### config.mk
export PLATFORM = sky130hd
export DESIGN_NAME = decode_stage
export DESIGN_NICKNAME = d
export VERILOG_FILES = /design/src/rtl/decode_pkg.sv /design/src/rtl/decode_comb.sv /design/src/rtl/decode_stage.sv
export SDC_FILE = /design/constraint.sdc
export NUM_CORES = 1
export LEC_CHECK = 0
export CORE_MARGIN = 4
export CORE_UTILIZATION = 51
export CTS_CLUSTER_DIAMETER = 200
export DETAILED_ROUTE_END_ITERATION = 10
export PLACE_DENSITY = 0.89
export SETUP_SLACK_MARGIN = 0.3
export SLEW_MARGIN = 20
export SYNTH_ARGS = -nofsm -noshare
export SYNTH_HDL_FRONTEND = slang
export SYNTH_SLANG_ARGS = --single-unit
export TNS_END_PERCENT = 100
### constraint.sdc
create_clock -name clk_in -period 4.5 [get_ports clk_in]
set_clock_uncertainty 0.05 [all_clocks]
set_input_delay 0.45 -clock clk_in [delete_from_list [all_inputs] [get_ports clk_in]]
set_output_delay 0.45 -clock clk_in [all_outputs]
set_load 0.02 [all_outputs]
### src/rtl/decode_pkg.sv
// Shared types, field positions and helpers for the pipelined instruction decoder.
package decode_pkg;

  typedef enum logic [2:0] {
    FMT_NOP  = 3'd0,
    FMT_REG  = 3'd1,
    FMT_IMM  = 3'd2,
    FMT_LDST = 3'd3,
    FMT_BRJ  = 3'd4,
    FMT_ILL  = 3'd7
  } fmt_t;

  localparam int OP_ALU = 5;
  localparam int OP_SP  = 4;
  localparam int OP_MEM = 3;

  localparam int OPC_HI = 31;
  localparam int OPC_LO = 26;
  localparam int RD_HI  = 25;
  localparam int RD_LO  = 21;
  localparam int RA_HI  = 20;
  localparam int RA_LO  = 16;
  localparam int RB_HI  = 15;
  localparam int RB_LO  = 11;
  localparam int ALU_HI = 3;
  localparam int ALU_LO = 0;

  localparam int FIELD_AW = 5;
  localparam int IMM_W    = 17;

  // Every immediate form fits a 17-bit signed value; the stage widens it to DATA_W.
  typedef struct packed {
    fmt_t                fmt;
    logic [5:0]          opcode;
    logic [3:0]          aluop;
    logic [FIELD_AW-1:0] rd;
    logic [FIELD_AW-1:0] ra;
    logic [FIELD_AW-1:0] rb;
    logic                ra_en;
    logic                rb_en;
    logic [IMM_W-1:0]    imm;
    logic                illeg;
  } dec_bundle_t;

  function automatic logic [IMM_W-1:0] sext12(input logic [11:0] v);
    return {{(IMM_W-12){v[11]}}, v};
  endfunction

endpackage

### src/rtl/decode_comb.sv
// Purely combinational classifier: instruction word plus privilege in, decoded bundle out.
module decode_comb
  import decode_pkg::*;
(
  input  logic [31:0]  inst,
  input  logic         priv,
  output dec_bundle_t  bundle
);

  logic [5:0]       o;
  fmt_t             base_fmt;
  logic [IMM_W-1:0] base_imm;
  logic             base_ra_en;
  logic             base_rb_en;
  logic             illeg;

  assign o = inst[OPC_HI:OPC_LO];

  // Format classification from the opcode class bits.
  always_comb begin
    base_fmt   = FMT_ILL;
    base_imm   = 17'd0;
    base_ra_en = 1'b0;
    base_rb_en = 1'b0;
    if (o == 6'b000000) begin
      base_fmt = FMT_NOP;
    end else if (o[OP_ALU] && !o[OP_MEM]) begin
      if (o[0]) begin
        base_fmt = FMT_IMM;
        base_imm = inst[20:4];
      end else begin
        base_fmt   = FMT_REG;
        base_ra_en = 1'b1;
        base_rb_en = 1'b1;
      end
    end else if (!o[OP_ALU] && o[OP_MEM]) begin
      base_fmt   = FMT_LDST;
      base_imm   = {1'b0, inst[15:0]};
      base_ra_en = 1'b1;
    end else if (!o[OP_ALU] && !o[OP_MEM] && o[2]) begin
      base_fmt   = FMT_BRJ;
      base_imm   = sext12(inst[15:4]);
      base_ra_en = 1'b1;
    end else begin
      base_fmt = FMT_ILL;
    end
  end

  assign illeg = (base_fmt == FMT_ILL) || (o[OP_ALU] && o[OP_MEM]) || (o[OP_SP] && !priv);

  // Illegal bundles keep their register fields but lose format, enables and immediate.
  always_comb begin
    bundle.fmt    = illeg ? FMT_ILL : base_fmt;
    bundle.opcode = o;
    bundle.aluop  = (base_fmt == FMT_LDST) ? 4'd0 : inst[ALU_HI:ALU_LO];
    bundle.rd     = inst[RD_HI:RD_LO];
    bundle.ra     = inst[RA_HI:RA_LO];
    bundle.rb     = inst[RB_HI:RB_LO];
    bundle.ra_en  = illeg ? 1'b0 : base_ra_en;
    bundle.rb_en  = illeg ? 1'b0 : base_rb_en;
    bundle.imm    = illeg ? 17'd0 : base_imm;
    bundle.illeg  = illeg;
  end

endmodule

### src/rtl/decode_stage.sv
// Decode pipeline stage: classifier, two-entry skid buffer (or single register) and
// saturating illegal-instruction counter.
module decode_stage
  import decode_pkg::*;
#(
  parameter int DATA_W  = 32,
  parameter int REG_AW  = 5,
  parameter int CNT_W   = 8,
  parameter int SKID_EN = 1
) (
  input  logic              clk_in,
  input  logic              reset_in,
  input  logic [31:0]       inst_in,
  input  logic              inst_valid_in,
  output logic              inst_ready_out,
  input  logic              priv_in,
  input  logic              flush_in,
  output logic              dec_valid_out,
  input  logic              dec_ready_in,
  output logic [2:0]        fmt_out,
  output logic [5:0]        opcode_out,
  output logic [3:0]        aluop_out,
  output logic [REG_AW-1:0] reg_dest_out,
  output logic [REG_AW-1:0] reg_a_out,
  output logic [REG_AW-1:0] reg_b_out,
  output logic              reg_a_en_out,
  output logic              reg_b_en_out,
  output logic [DATA_W-1:0] imm_out,
  output logic              illeg_inst_flg_out,
  output logic [CNT_W-1:0]  illeg_count_out
);

  dec_bundle_t      new_b;
  dec_bundle_t      out_b;
  dec_bundle_t      skid_b;
  logic             out_valid;
  logic             skid_valid;
  logic             ready;
  logic             accept;
  logic             out_free;
  logic [CNT_W-1:0] count;

  decode_comb u_comb (
    .inst   (inst_in),
    .priv   (priv_in),
    .bundle (new_b)
  );

  // In single-register mode the registered bit only masks readiness during reset.
  assign inst_ready_out = (SKID_EN != 0) ? ready : (ready && (!out_valid || dec_ready_in));
  assign accept         = inst_valid_in && inst_ready_out && !flush_in;
  assign out_free       = !out_valid || dec_ready_in;

  // Output slot / skid slot sequencing; skid always drains into out before new entries.
  always_ff @(posedge clk_in or posedge reset_in) begin
    if (reset_in) begin
      out_valid  <= 1'b0;
      skid_valid <= 1'b0;
      out_b      <= '0;
      skid_b     <= '0;
      ready      <= 1'b0;
    end else if (flush_in) begin
      out_valid  <= 1'b0;
      skid_valid <= 1'b0;
      ready      <= 1'b1;
    end else if (out_free) begin
      ready <= 1'b1;
      if (skid_valid) begin
        out_b      <= skid_b;
        out_valid  <= 1'b1;
        skid_valid <= 1'b0;
      end else if (accept) begin
        out_b     <= new_b;
        out_valid <= 1'b1;
      end else begin
        out_valid <= 1'b0;
      end
    end else if (accept) begin
      skid_b     <= new_b;
      skid_valid <= 1'b1;
      ready      <= 1'b0;
    end else begin
      ready <= !skid_valid;
    end
  end

  // Saturating count of illegal instructions actually accepted.
  always_ff @(posedge clk_in or posedge reset_in) begin
    if (reset_in) begin
      count <= '0;
    end else if (accept && new_b.illeg && (count != {CNT_W{1'b1}})) begin
      count <= count + {{(CNT_W-1){1'b0}}, 1'b1};
    end else begin
      count <= count;
    end
  end

  assign dec_valid_out      = out_valid;
  assign fmt_out            = out_b.fmt;
  assign opcode_out         = out_b.opcode;
  assign aluop_out          = out_b.aluop;
  assign reg_dest_out       = REG_AW'(out_b.rd);
  assign reg_a_out          = REG_AW'(out_b.ra);
  assign reg_b_out          = REG_AW'(out_b.rb);
  assign reg_a_en_out       = out_b.ra_en;
  assign reg_b_en_out       = out_b.rb_en;
  assign imm_out            = DATA_W'($signed(out_b.imm));
  assign illeg_inst_flg_out = out_b.illeg;
  assign illeg_count_out    = count;

endmodule

==> run metrics <==
Clock Power Share=23.2%; total CTS buffers=9; critical path, cell by cell=a21oi_1, or3_2, buf_4, nor2_2, a221o_1; RSZ-0062 raised after global routing=false; largest net degree at the start of global routing=73; drt total wl=12650 um; final critical-path share of the clock period=70.37%; Synth Warn #=0; crit path DAT=3430 ps; Worst Setup SP=skid_valid; H-tree lvl count=3; f_max=315.8 MHz; top cells by area, synth=dfrtp_1 52%, mux2_2 7.9%, o21ai_0 4.5%, mux2i_1 4.1%, nand2_1 3.9%; Pwr Density=397.6 nW/um2; worst-path fanout max=69; Core Rows=36; Cell variety after synth=50; post-synthesis cell count=472; gr ovfl total=0; I/O pin cnt=111; cell taking the most area after synthesis=dfrtp_1; worst-margin pin slew=1115 ps; Max Cap Violations=0; CTS Buffer Depth=2; initial antenna violation count=0; number of flops mapped to enable cells by yosys=0; core area=9819 um2; ys async rst share=100.0%; die area=11760 um2; critical path type=flip-flop to flip-flop; width of the die=108.4 um; Antenna diodes=0; Post-route DRC=0; combinational power share=27.6%; First-pass DRT Iterations=6; FF-to-FF End=imm_out[6]; worst skew pair latency=380 ps; Total Neg Setup Slack=0 ps; Final Setup Violations=0; CTS resizes=0; fillers=762; Sw Ratio=33.53%; I/O Buffers=110; CTS tree=done; share of cells above drive strength 1=12.45%; ANT nets after route=0; Post-Syn Area=5144 um2; Crit. End Element=flip-flop; Setup crit start kind=flip-flop; Max rail drop VDD=0.2962 mV; #FFs+latches synth=107; path depth of the worst reg2reg path=5; CTS Sinks=107; Crit path largest cell delay=1110 ps; top_reg_cell synth=dfrtp_1; overall routing resource usage=22.18%; nets@finish=592; Max Slew Vio Count=0; share of the synthesized area in the top cell type=52.06%; Root Buffer=clkbuf_8; status=finished clean; synthesis-to-layout area growth=24.11%; crit path max-delay cell type=dfrtp_2; Post-DP HPWL=8579 um; leakage=2.807 nW; Hold-fix buffers, CTS=0; Worst Hold Class=flip-flop to flip-flop; GPL Wtd Cong=0.8206; Pint=1.687 mW; vias=4059; vias in the first global route=4054; Power, Total=2.538 mW; Setup Buffers After CTS=0; drt wl/cell=18.41 um; Hold Vio Cnt, Final=0; Vias/cell=5.908; first-pass GRT wire length=20460 um; final critical-path required period=3167 ps; die height=108.4 um; relative slew slack=25.66%; drt first-iter violations=349; Psw=851.0 uW; FF-to-FF Start=skid_valid; Critical path destination=imm_out[6]; Initial Utilization=52.38%; clock slew at the register clock pins of the worst setup and hold paths=110 ps; part of the power in registers=49.2%; fraction of the yosys area taken by sequential cells=52.06%; syn_area_per_cell=10.90 um2; FF-to-FF setup slack=1330 ps; Synth Net Count=515; CP required=4770 ps
## critical path: cells and delay by family (launching register included)
| family | cells | cell delay, ps |
|---|---|---|
| buf+inv | 1 | 330 |
| flops | 1 | 1110 |
| simple gates | 2 | 1130 |
| compound gates | 2 | 490 |
## cells by family after synthesis
kind of cell	after synthesis	share of synthesized area (%)
flops	107	52.06
mux	58	12.26
simple gates	115	11.12
buf+inv	57	5.911
fa+ha+maj	5	1.216
compound gates	123	16.25
xor+xnor	7	1.192
## worst min-delay path by stage
stage / start / to / slack (ps) / cells after the start
3_5_place_dp: reg_a_out[0] / reg_a_out[0] / 420 / 2
2_1_floorplan: skid_b[45] / skid_b[45] / 390 / 2
6_report: reg_b_out[4] / reg_b_out[4] / 440 / 2
4_1_cts: reg_a_out[0] / reg_a_out[0] / 450 / 2
3_3_place_gp: skid_b[47] / skid_b[47] / 410 / 2
5_1_grt: skid_b[45] / skid_b[45] / 470 / 2
## layout make-up
type | count | area, um2 | area share, %
timing repair buffer | 114 | 1131 | 17.72
inverter | 9 | 36.28 | 0.5684
clock inverter | 7 | 76.32 | 1.196
clock buffer | 9 | 123.9 | 1.940
multi-input combinational | 308 | 2171 | 34.01
tap | 133 | 166.4 | 2.607
sequential | 107 | 2679 | 41.96
## sequential cells by signal, summed over array words and instances, names as in the netlist, 3 cells and up
name / flops
illeg_count_out: 8
reg_dest_out: 5
aluop_out: 4
reg_b_out: 5
imm_out: 17
reg_a_out: 5
skid_b: 48
fmt_out: 3
opcode_out: 6
## metrics by stage
step                      hold WS, ps  cell area, um2  std cells  worst slack, ps  util, %
after floorplan                 394.6            5144        472             1183        -
final                           441.0            6384        687             1333    65.01
after detailed placement        418.9            6178        671             1362    62.92
after global routing            467.0            6384        687             1152    65.01
after global placement          409.5            6178        671             1447    62.92
after CTS                       445.6            6379        687             1332    64.96
## metal layers
| layer | wire length, um | track usage [%] |
|---|---|---|
| met5 | 0 | 0 |
| met4 | 203 | 6.583 |
| met3 | 1020 | 5.612 |
| met2 | 6045 | 35.53 |
| met1 | 5377 | 29.91 |
## cell usage after synthesis (all sizes together) (3+ instances only)
library cell and count:
a211oi 20, a21o 3, a21oi 19, a221o 18, a222oi 3, and3 18
buf 37, clkbuf 11, dfrtp 107, ha 5, inv 9, mux2 37
mux2i 21, nand2 53, nand3 10, nor2 10, nor2b 3, nor3 5
o21ai 49, xor2 7
## placed cells by master (no fill, tap or decap), drive strengths merged, types with 5 or more instances in the layout
cell | netlist | layout
a211oi | 20 | 20
a21oi | 19 | 19
a221o | 18 | 18
and3 | 18 | 18
clkbuf | 11 | 9
clkdlybuf4s50 | 0 | 110
dfrtp | 107 | 107
ha | 5 | 5
inv | 9 | 13
mux2 | 37 | 37
mux2i | 21 | 21
nand2 | 53 | 53
nand3 | 10 | 10
nor2 | 10 | 10
nor3 | 5 | 5
o21ai | 49 | 49
xor2 | 7 | 7
## power by group through the flow
stage	clock network [mW]	registers (mW)	logic, mW
finish	0.590	1.25	0.700
global route	0.637	1.27	0.752
CTS	0.600	1.25	0.706
detailed placement	0	1.26	0.704
global placement	0	1.25	0.680
floorplan	0	1.34	0.316
No activity file was read; power rests on OpenSTA's default activity.
